File: src/rtl/rgb_pwm_pkg.sv
// Shared types and constants for the RGB PWM fader: FSM states, default
// parameters and the 8-bit gamma table used when RGB_PWM_FADER_GAMMA_EN is set.
package rgb_pwm_pkg;

   typedef enum logic [0:0] {
      StIdle,
      StFade
   } state_e;

   localparam int unsigned DefPwmBits = 8;
   localparam int unsigned DefFadeDiv = 1024;

   // Monotonic perceptual curve; endpoints pinned so full off/on are preserved.
   localparam logic [7:0] GammaLut [256] = '{
        0,   0,   0,   0,   0,   0,   0,   0,   0,   0,   0,   0,   0,   0,   0,   0,
        0,   0,   0,   0,   0,   0,   0,   0,   0,   0,   0,   0,   1,   1,   1,   1,
        1,   1,   1,   1,   1,   1,   1,   1,   1,   2,   2,   2,   2,   2,   2,   2,
        2,   3,   3,   3,   3,   3,   3,   3,   4,   4,   4,   4,   4,   5,   5,   5,
        5,   6,   6,   6,   6,   7,   7,   7,   7,   8,   8,   8,   9,   9,   9,  10,
       10,  10,  11,  11,  11,  12,  12,  13,  13,  13,  14,  14,  15,  15,  16,  16,
       17,  17,  18,  18,  19,  19,  20,  20,  21,  21,  22,  22,  23,  24,  24,  25,
       25,  26,  27,  27,  28,  29,  29,  30,  31,  32,  32,  33,  34,  35,  35,  36,
       37,  38,  39,  39,  40,  41,  42,  43,  44,  45,  46,  47,  48,  49,  50,  50,
       51,  52,  54,  55,  56,  57,  58,  59,  60,  61,  62,  63,  64,  66,  67,  68,
       69,  70,  72,  73,  74,  75,  77,  78,  79,  81,  82,  83,  85,  86,  87,  89,
       90,  92,  93,  95,  96,  98,  99, 101, 102, 104, 105, 107, 109, 110, 112, 114,
      115, 117, 119, 120, 122, 124, 126, 127, 129, 131, 133, 135, 137, 138, 140, 142,
      144, 146, 148, 150, 152, 154, 156, 158, 160, 162, 164, 167, 169, 171, 173, 175,
      177, 180, 182, 184, 186, 189, 191, 193, 196, 198, 200, 203, 205, 208, 210, 213,
      215, 218, 220, 223, 225, 228, 231, 233, 236, 239, 241, 244, 247, 249, 252, 255
   };

endpackage

File: src/rtl/rgb_gamma_lut.sv
// Combinational 8-bit gamma ROM backed by the package table.
module rgb_gamma_lut
   import rgb_pwm_pkg::*;
(
   input  logic [7:0] idx_i,
   output logic [7:0] val_o
);

   always_comb begin
      val_o = GammaLut[idx_i];
   end

endmodule

File: src/rtl/rgb_pwm_fader.sv
// Three-channel LED PWM with linear colour fading and period-aligned duty updates.
// Define RGB_PWM_FADER_GAMMA_EN to map duties through the gamma LUT (PWM_BITS must be 8).
module rgb_pwm_fader
   import rgb_pwm_pkg::*;
#(
   parameter int unsigned PWM_BITS = DefPwmBits,
   parameter int unsigned FADE_DIV = DefFadeDiv
) (
   input  logic                clk,
   input  logic                rst,
   input  logic                cmd_valid,
   output logic                cmd_ready,
   input  logic [PWM_BITS-1:0] cmd_r,
   input  logic [PWM_BITS-1:0] cmd_g,
   input  logic [PWM_BITS-1:0] cmd_b,
   output logic                busy,
   output logic                led_r,
   output logic                led_g,
   output logic                led_b
);

   localparam int unsigned PreW = (FADE_DIV > 1) ? $clog2(FADE_DIV) : 1;
   localparam logic [PreW-1:0] PreMax = PreW'(FADE_DIV - 1);
   localparam logic [PWM_BITS-1:0] CntMax = '1;

   // Channel index 0 = red, 1 = green, 2 = blue.
   state_e                     state_q, state_d;
   logic [2:0][PWM_BITS-1:0]   cur_q, cur_d;
   logic [2:0][PWM_BITS-1:0]   tgt_q, tgt_d;
   logic [2:0][PWM_BITS-1:0]   duty_q, duty_d;
   logic [2:0][PWM_BITS-1:0]   duty_src;
   logic [2:0][PWM_BITS-1:0]   cur_step;
   logic [2:0][PWM_BITS-1:0]   cmd;
   logic [PWM_BITS-1:0]        cnt_q, cnt_d;
   logic [PreW-1:0]            pre_q, pre_d;
   logic [2:0]                 led_q, led_d;
   logic                       fade_tick;

   assign cmd = {cmd_b, cmd_g, cmd_r};

`ifdef RGB_PWM_FADER_GAMMA_EN
   if (PWM_BITS != 8) begin : g_bad_width
      $error("rgb_pwm_fader: gamma LUT requires PWM_BITS == 8");
   end

   for (genvar c = 0; c < 3; c++) begin : g_gamma
      rgb_gamma_lut u_lut (
         .idx_i (cur_q[c]),
         .val_o (duty_src[c])
      );
   end
`else
   assign duty_src = cur_q;
`endif

   assign fade_tick = (state_q == StFade) && (pre_q == PreMax);

   // One LSB toward target; equality holds, so no overshoot or wrap.
   always_comb begin
      cur_step = cur_q;
      for (int c = 0; c < 3; c++) begin
         if (cur_q[c] < tgt_q[c]) begin
            cur_step[c] = cur_q[c] + 1'b1;
         end else if (cur_q[c] > tgt_q[c]) begin
            cur_step[c] = cur_q[c] - 1'b1;
         end
      end
   end

   always_comb begin
      state_d = state_q;
      tgt_d   = tgt_q;
      cur_d   = cur_q;
      pre_d   = pre_q;
      unique case (state_q)
         StIdle: begin
            if (cmd_valid) begin
               tgt_d = cmd;
               pre_d = '0;
               if (cmd != cur_q) begin
                  state_d = StFade;
               end
            end
         end
         StFade: begin
            if (fade_tick) begin
               pre_d = '0;
               cur_d = cur_step;
               if (cur_step == tgt_q) begin
                  state_d = StIdle;
               end
            end else begin
               pre_d = pre_q + 1'b1;
            end
         end
         default: state_d = StIdle;
      endcase
   end

   assign cmd_ready = (state_q == StIdle);
   assign busy      = (state_q == StFade);

   // Duty only reloads on the last count so a period is never cut short.
   always_comb begin
      cnt_d  = cnt_q + 1'b1;
      duty_d = (cnt_q == CntMax) ? duty_src : duty_q;
      for (int c = 0; c < 3; c++) begin
         led_d[c] = (cnt_q < duty_q[c]);
      end
   end

   always_ff @(posedge clk or posedge rst) begin
      if (rst) begin
         state_q <= StIdle;
         cur_q   <= '0;
         tgt_q   <= '0;
         duty_q  <= '0;
         cnt_q   <= '0;
         pre_q   <= '0;
         led_q   <= '0;
      end else begin
         state_q <= state_d;
         cur_q   <= cur_d;
         tgt_q   <= tgt_d;
         duty_q  <= duty_d;
         cnt_q   <= cnt_d;
         pre_q   <= pre_d;
         led_q   <= led_d;
      end
   end

   assign led_r = led_q[0];
   assign led_g = led_q[1];
   assign led_b = led_q[2];

endmodule
File: config.mk
export PLATFORM = sky130hd
export DESIGN_NAME = rgb_pwm_fader
export DESIGN_NICKNAME = d
export VERILOG_FILES = /design/src/rtl/rgb_pwm_pkg.sv /design/src/rtl/rgb_gamma_lut.sv /design/src/rtl/rgb_pwm_fader.sv
export SDC_FILE = /design/constraint.sdc
export NUM_CORES = 1
export LEC_CHECK = 0
export BUFFER_PORTS_ARGS = -buffer_cell sky130_fd_sc_hd__buf_2
export CORE_UTILIZATION = 50
export DETAILED_ROUTE_END_ITERATION = 8
export GPL_ROUTABILITY_DRIVEN = 0
export PLACE_DENSITY = 0.67
export SLEW_MARGIN = 20
export SYNTH_ARGS = -nofsm -noshare
export SYNTH_HDL_FRONTEND = slang
export SYNTH_HIERARCHICAL = 1
export SYNTH_SLANG_ARGS = --single-unit
File: constraint.sdc
create_clock -name clk -period 9.2 [get_ports clk]
set_clock_uncertainty 0.15 [all_clocks]
set_input_delay 0.46 -clock clk [delete_from_list [all_inputs] [get_ports clk]]
set_output_delay 0.46 -clock clk [all_outputs]
set_load 0.005 [all_outputs]
# Word-level counts from Yosys, hierarchy flattened
# Cells that the tools add are included.
# op_classes
bitwise_logic	1
n_mux	14
n_mul	0
n_reduce_logical	3
addsub	8
div	0
shifts	0
n_eq_ne	5
magnitude_cmp	9
# op_table
cell	count
less-than comparator 8 bit	6
two-way mux 8 bit	6
adder 8 x 1 -> 8 bit (second input constant)	4
== test 24 bit	1
> comparator 8 bit	3
!= test 24 bit	1
subtractor 8 x 1 -> 8 bit (second input constant)	3
two-way mux 10 bit	2
one-hot mux 10 bit (2 select lines)	1
adder 10 x 1 -> 10 bit (second input constant)	1
== test 10 bit (second input constant)	1
== test 8 bit (second input constant)	1
two-way mux 1 bit	4
AND reduction 2 bit	2
!= test 2 bit (second input constant)	1
one-hot mux 1 bit (2 select lines)	1
logical AND 1 bit	1
inverter 1 bit	1
# word_totals
latchBits	0
ramBits	0
memories	0
rom_bits	0
output_inout_bits	5
inputBits	27
ff_bits	94

# Depth between registers and ports, before layout
# Gate-level depths: netlist of the first run.
# depth
word_depth	7
depth_mapped	13

# Worst setup path after synthesis of the first run
# No wires, ideal clock.
# synth_timing
path_kind	reg2reg
start	reg cur_q[8] in the netlist's numbering
end	reg state_q, in the netlist busy
stages_incl_launch_ff	14
arrival_time_ns	2.607
slack_ns	6.312
period_less_slack_ns	2.888
required_ns	8.919
cell_sequence	dfrtp_1 > buf_2 > inv_1 > ha_1 > nand4_1 > or2_1 > buf_6 > nand2_1 > xnor2_1 > a2111oi_2 > o22ai_1 > or4_1 > nor4_1 > a31oi_1
# synth_between
elab_chain_cells	7
word_cells_on_any_way	13
classes_between	add/sub (2); order compare (2); eq/ne (2); mux (7)
# synth_rtl
item	line_no	rtl
start: declaration	rgb_pwm_fader.sv:28	logic [2:0][PWM_BITS-1:0] cur_q, cur_d;
start signal: assignment	rgb_pwm_fader.sv:123	cur_q <= cur_d;
subtractor 8 x 1 -> 8 bit or > comparator 8 bit (tied branches)	rgb_pwm_fader.sv:65, rgb_pwm_fader.sv:64	
two-way mux 8 bit	rgb_pwm_fader.sv:64	end else if (cur_q[c] > tgt_q[c]) begin
two-way mux 8 bit	rgb_pwm_fader.sv:62	if (cur_q[c] < tgt_q[c]) begin
== test 24 bit	rgb_pwm_fader.sv:89	if (cur_step == tgt_q) begin
two-way mux 1 bit	rgb_pwm_fader.sv:89	
two-way mux 1 bit	rgb_pwm_fader.sv:86	if (fade_tick) begin
one-hot mux 1 bit (2 select lines) *	rgb_pwm_fader.sv:75	unique case (state_q)
net state_d	rgb_pwm_fader.sv:27	state_e state_q, state_d;
end signal: assignment	rgb_pwm_fader.sv:114	state_q <= StIdle;
end signal: assignment	rgb_pwm_fader.sv:122	state_q <= state_d;
end: declaration	rgb_pwm_fader.sv:27	
# Mark *: on every way through the listed nets, which the timed path passes. The rest lies on a longest branch.
# A chain may end at the register's enable or synchronous reset.

# Worst setup path in the final report of the first run
# layout_timing
start	reg state_q, in the netlist busy
end	reg state_q, in the netlist busy
# layout_between
elab_chain_cells	3
word_cells_on_any_way	4
classes_between	mux (2); bitwise (1); reduce/logical (1)
# layout_rtl
item	line_no	rtl
logical AND 1 bit	rgb_pwm_fader.sv:56	assign fade_tick = (state_q == StFade) && (pre_q == PreMax);
two-way mux 1 bit	rgb_pwm_fader.sv:86	
one-hot mux 1 bit (2 select lines) *	rgb_pwm_fader.sv:75	
net state_d	rgb_pwm_fader.sv:27	
# Marks and branches as above.

==> results of run 1 <==
## kinds of logic (layout without fill, tap and decap cells)
group | count (synthesis) | count (layout)
and+or+nand+nor | 204 | 204
xor gates and xnor gates | 88 | 88
AOI/OAI and AO/OA | 161 | 161
DFF | 94 | 94
muxes | 23 | 23
adders and majority gates | 53 | 53
buffers and inverters | 91 | 108
## area by class of cell
class                      count  area, um2
clock buffer                  10        229
clock inverter                 6        109
fill                        1146       5580
inverter                      57        216
multi-input combinational    529       3730
sequential                    94       2350
tap                          172        215
timing repair buffer          35        188
## power groups by stage
stage | combinational (mW) | sequential [mW] | clock (mW)
6_report | 0.181 | 0.483 | 0.431
4_1_cts | 0.180 | 0.482 | 0.439
5_1_grt | 0.201 | 0.489 | 0.454
3_3_place_gp | 0.174 | 0.488 | 0
2_1_floorplan | 0.132 | 0.480 | 0
3_5_place_dp | 0.178 | 0.490 | 0
## stage by stage
step / hold slack [ns] / util [%]
2_1_floorplan: 0.300 / -
3_3_place_gp: 0.309 / 53.0
3_5_place_dp: 0.316 / 53.0
4_1_cts: 0.179 / 55.8
5_1_grt: 0.199 / 55.8
6_report: 0.183 / 55.8
## routing by layer
| metal | wire [um] | global-route usage [%] | vias to the layer above | part of all wire [%] |
|---|---|---|---|---|
| met1 | 7190 | 34.0 | 2527 | 45 |
| li1 | - | - | 2511 | - |
| met5 | 0 | 0 | - | 0 |
| met4 | 709 | 14.7 | 0 | 4.4 |
| met2 | 7150 | 39.3 | 192 | 45 |
| met3 | 914 | 4.86 | 47 | 5.7 |
## cells in the mapped netlist, drive strengths merged (3+ instances only)
cell / count / area share, %
o31ai: 6 / 0.70
or2: 3 / 0.29
nand4: 21 / 2.2
a31oi: 3 / 0.29
o22ai: 3 / 0.29
and2: 6 / 0.64
nor2b: 7 / 0.68
buf: 8 / 0.85
nor2: 41 / 2.4
a21oi: 34 / 2.7
nand2: 62 / 3.6
or4: 4 / 0.47
dfrtp: 94 / 36
o21ai: 65 / 5.0
o211a: 3 / 0.47
nand3: 22 / 1.7
xnor2: 62 / 8.4
o211ai: 9 / 1.0
o32ai: 3 / 0.41
xor2: 26 / 3.5
nor3: 9 / 0.70
and3: 4 / 0.39
ha: 53 / 10
nand2b: 9 / 0.87
or3: 4 / 0.39
nor4: 8 / 1.0
mux2: 18 / 3.1
mux2i: 5 / 0.78
inv: 57 / 3.3
clkbuf: 26 / 1.5
a21o: 13 / 1.5
## worst paths after layout
check / endpoint / slack (ns)
worst max-delay path: busy / 5.74
worst min-delay path: tgt_q[20] / 0.18
worst max register to register: busy / 5.74
worst min register to register: duty_q[9] / 0.33
max in group asynchronous: cnt_q[3] / 7.26
min in group asynchronous: tgt_q[3] / 0.47
## worst register-to-register path, stage by stage, from the launching register on
cell and delay [ns]:
dfrtp_1 0.59, inv_2 0.16, nor4_4 0.85, o211ai_1 0.22
nor4_1 0.36, o211ai_1 0.15, nor4_1 0.30, nand4_1 0.12
nor4_1 0.31, a31oi_1 0.13
## state kept, by name (all words and copies together), names as in the netlist
register	flops
tgt_q	24
cnt_q	8
led_q	3
busy	1
duty_q	24
cur_q	24
pre_q	10
## what timing repair did
action	CTS	global route
endpoints found under the hold margin	26	0
setup endpoints to repair	0	0
hold buffers	1	0
gates resized for setup	0	0
==> flow_metrics.env, run 1 <==
export IMPL_setup_viol=0
export IMPL_max_freq_mhz=289
export IMPL_numCtsBuffers=9
export IMPL_clk_pin_slew_worst_paths_ns=0.07
export IMPL_synth_edf_count=0
export IMPL_die_h_um=116
export IMPL_grt_pass1_wl_um=25900
export IMPL_min_period_over_period_pct=37.6
export IMPL_nets=806
export IMPL_cts_path_max_buffers=2
export IMPL_p_int_uw=787
export IMPL_hold_class="in2reg"
export IMPL_grt_pass1_vias=5132
export IMPL_via_per_inst=5.84
export IMPL_clkPwrFrac_pct=39.3
export IMPL_cts_num_sinks=94
export IMPL_end_kind="flip-flop"
export IMPL_final_instance_count_excl_fill=903
export IMPL_yosys_warnings=6
export IMPL_rsz0062_at_grt="no"
export IMPL_via_count=5277
export IMPL_synthMuxAreaShare_pct=3.92
export IMPL_p_sw_share_pct=28.2
export IMPL_critPathMaxStageDelay_ns=0.85
export IMPL_cp_depth=9
export IMPL_outcome="completed"
export IMPL_drt_initial_drc_count=303
export IMPL_cts_root_buf="clkbuf_16"
export IMPL_min_from="cmd_b[4]"
export IMPL_dr_pass1_iters=5
export IMPL_dp_cells=886
export IMPL_num_io_pins=32
export IMPL_synth_flop_cell="dfrtp_1"
export IMPL_avgSynthCellArea_um2=9.03
export IMPL_max_slew_margin_pct=38.4
export IMPL_seq_power_share_pct=44.1
export IMPL_tightest_slew_ns=0.917
export IMPL_syn_nets=794
export IMPL_required_ns=9.28
export IMPL_cp_top_family="simple AND/OR/NAND/NOR gates"
export IMPL_worstSetupPathType="reg2reg"
export IMPL_power_mw=1.10
export IMPL_numPortBuffers=31
export IMPL_overflow=0
export IMPL_tns_ns=0
export IMPL_hold_viol_final=0
export IMPL_postRouteAntennaNets=0
export IMPL_die_w_um=116
export IMPL_synthCells=714
export IMPL_cp_start_kind="flip-flop"
export IMPL_dp_hpwl_um=11900
export IMPL_wirelength_um=16000
export IMPL_rr_startpoint="busy"
export IMPL_netlist_area_um2=6450
export IMPL_p_per_area_nw_per_um2=156
export IMPL_postPlaceCellArea_um2=6690
export IMPL_route_detailed_drc=0
export IMPL_clock_latency_ns=0.36
export IMPL_async_flop_share_pct=100
export IMPL_reg2reg_depth=9
export IMPL_synth_fa_ha_area_share_pct=10.3
export IMPL_hold_path_depth=3
export IMPL_post_place_ws_ns=5.77
export IMPL_cts_htree_levels=3
export IMPL_area_growth_pct=9.20
export IMPL_grt_max_degree=69
export IMPL_cts_tree="yes"
export IMPL_arrival_ns=3.54
export IMPL_fin_area_um2=7040
export IMPL_crit_path_top_delay_cell="nor4_4"
export IMPL_synth_seq_cells=94
export IMPL_final_setup_worst_slack_ns=5.74
export IMPL_wl_per_cell_um=17.7
export IMPL_core_um2=12600
export IMPL_leakagePower_nw=3.10
export IMPL_ys_types=63
export IMPL_rows=41
export IMPL_dieArea_um2=13400
export IMPL_worst_path_buf_inv=1
export IMPL_path_cells="inv_2, nor4_4, o211ai_1, nor4_1, o211ai_1, nor4_1, nand4_1, nor4_1, a31oi_1"
export IMPL_path_max_fanout=16
export IMPL_start_util_pct=51.1
export IMPL_synth_top_family_by_area="simple AND/OR/NAND/NOR gates"
export IMPL_ir_drop_uv=95.7
export IMPL_ys_seq_area_share_pct=36.5
export IMPL_drv_slew=0
export IMPL_synth_compound_area_share_pct=15.7
export IMPL_synth_xor_area_share_pct=12.0
export IMPL_cap_violations=0
export IMPL_drive_gt1_share_pct=11.4
export IMPL_synthSimpleGateAreaFrac_pct=15.9
export IMPL_final_common_cell="dfrtp_1"
export IMPL_antenna_found_initial=0
export IMPL_cp_common_cell="nor4_1"
export IMPL_crit_start="busy"
export IMPL_gr_usage_all_layers_pct=25.6
export IMPL_diodes=0
export IMPL_p_sw_uw=309
export IMPL_post_cts_buffers=0
export IMPL_final_cell_mix="dfrtp_1 (94), o21ai_0 (64), xnor2_1 (62), nand2_1 (62), inv_1 (55)"
export IMPL_comb_power_share_pct=16.6
export IMPL_fin_crit_ns=3.46
(Power assumes the default switching activity.)
==> inputs of run 2 (changes only) <==
==> constraint.sdc (replaced) <==
create_clock -name clk -period 3.5 [get_ports clk]
set_clock_uncertainty 0.15 [all_clocks]
set_input_delay 0.175 -clock clk [delete_from_list [all_inputs] [get_ports clk]]
set_output_delay 0.175 -clock clk [all_outputs]
set_load 0.005 [all_outputs]
==> run 2 against run 1 <==
Net effect: critical path depth increased by 2; count of clock-buffer cells in the layout unchanged; global-route usage decreased by 0.27 points; maximum frequency increased by 4.5%; die area unchanged; flip-flop and latch count unchanged; highest routed layer unchanged; clock power increased by 120%; sequential share of layout area decreased by 1.5 points; worst hold slack improved by 0.15 ns; wire length about the same; core utilization increased by 2.7 points; register-to-register slack got worse by 5.6 ns.
==> flow_metrics.env, run 2 (synthesis results as in run 1) <==
export IMPL_min_period_over_period_pct=94.6
export IMPL_tns_ns=0
export IMPL_path_max_fanout=6
export IMPL_p_per_area_nw_per_um2=367
export IMPL_numCtsBuffers=9
export IMPL_grt_max_degree=72
export IMPL_nets=845
export IMPL_leakagePower_nw=3.25
export IMPL_worstSetupPathType="reg2reg"
export IMPL_cts_htree_levels=3
export IMPL_fin_crit_ns=3.31
export IMPL_utilization_pct=58.4
export IMPL_clock_latency_ns=0.35
export IMPL_hold_class="reg2reg"
export IMPL_route_detailed_drc=0
export IMPL_final_common_cell="dfrtp_1"
export IMPL_top_regs="cur_q: 24 flops, duty_q: 24 flops, tgt_q: 24 flops"
export IMPL_max_slew_margin_pct=40.4
export IMPL_final_instance_count_excl_fill=942
export IMPL_cts_tree="yes"
export IMPL_via_count=5518
export IMPL_cp_start_kind="flip-flop"
export IMPL_arrival_ns=3.39
export IMPL_fill_cells=1149
export IMPL_cts_path_max_buffers=2
export IMPL_dp_cells=900
export IMPL_cts_root_buf="clkbuf_16"
export IMPL_via_per_inst=5.86
export IMPL_num_io_pins=32
export IMPL_postRouteAntennaNets=0
export IMPL_max_freq_mhz=302
export IMPL_setup_viol=0
export IMPL_post_cts_buffers=0
export IMPL_grt_pass1_wl_um=25900
export IMPL_dp_hpwl_um=11800
export IMPL_clk_pin_slew_worst_paths_ns=0.07
export IMPL_die_h_um=116
export IMPL_dieArea_um2=13400
export IMPL_die_w_um=116
export IMPL_final_cell_mix="dfrtp_1 (92), o21ai_0 (63), xnor2_1 (62), nand2_1 (62), inv_1 (55)"
export IMPL_end_kind="flip-flop"
export IMPL_tightest_slew_ns=0.895
export IMPL_ir_drop_uv=286
export IMPL_outcome="completed"
export IMPL_overflow=0
export IMPL_core_um2=12600
export IMPL_whs_ns=0.338
export IMPL_required_ns=3.58
export IMPL_area_growth_pct=14.4
export IMPL_dr_pass1_iters=8
export IMPL_wirelength_um=16000
export IMPL_wl_per_cell_um=17.0
export IMPL_start_util_pct=51.1
export IMPL_cap_violations=0
export IMPL_drv_slew=0
export IMPL_rows=41
export IMPL_numPortBuffers=31
export IMPL_drive_gt1_share_pct=13.8
export IMPL_antenna_found_initial=0
export IMPL_gr_usage_all_layers_pct=25.4
export IMPL_diodes=0
export IMPL_hold_viol_final=0
export IMPL_drt_initial_drc_count=385
export IMPL_cts_num_sinks=94
export IMPL_grt_pass1_vias=5232
[run 2: worst paths after layout]
path | startpoint | end | slack (ns) | cells past startpoint
min in group asynchronous | rst | duty_q[0] | 0.42 | 3
setup reg to reg | tgt_q[10] | busy | 0.19 | 11
max in group asynchronous | rst | cur_q[22] | 2.03 | 4
hold / removal | pre_q[9] | pre_q[9] | 0.34 | 1
setup / recovery | tgt_q[10] | busy | 0.19 | 11
hold reg to reg | pre_q[9] | pre_q[9] | 0.34 | 1
[run 2: cell type report]
class | count | area, um2 | share of cell area [%]
multi-input combinational | 529 | 3760 | 51.0
timing repair buffer | 74 | 543 | 7.36
clock inverter | 6 | 45.0 | 0.611
clock buffer | 10 | 239 | 3.24
inverter | 57 | 216 | 2.93
tap | 172 | 215 | 2.92
sequential | 94 | 2350 | 31.9
[run 2: critical path, cell delays in order, from the launching register on]
cell and delay [ns]:
dfrtp_1 0.41, inv_1 0.20, ha_1 0.30, nand4_1 0.19, or2_1 0.27, nand4_2 0.16, xnor2_1 0.17, a2111oi_2 0.33
o22ai_1 0.13, or4_1 0.41, nor4_1 0.35, a31oi_1 0.12
[run 2: per-stage QoR]
| stage | total power [mW] | setup WS, ns | instance area, um2 |
|---|---|---|---|
| 6_report | 2.71 | 0.189 | 7380 |
| 5_1_grt | 2.85 | -0.00287 | 7380 |
| 4_1_cts | 2.72 | 0.0316 | 7340 |
| 3_5_place_dp | 1.75 | 0.129 | 6800 |
| 3_3_place_gp | 1.74 | 0.260 | 6800 |
| 2_1_floorplan | 1.61 | 0.612 | 6450 |
[run 2: timing repair]
item / CTS / global route
setup endpoints to repair: 0 / 1
hold buffers: 26 / 0
gates resized for setup: 0 / 11
endpoints found under the hold margin: 94 / 0
[run 2: power breakdown]
group / total, mW / switching (mW) / internal, mW
Clock: 0.941 / 0.436 / 0.505
Sequential: 1.27 / 0.0976 / 1.17
Combinational: 0.498 / 0.283 / 0.216
Total: 2.71 / 0.816 / 1.89
[run 2: metal layers]
layer | wire (um) | global-route usage, %
met5 | 0 | 0
met4 | 628 | 13.9
met3 | 889 | 3.87
met2 | 7450 | 39.9
met1 | 7010 | 33.6
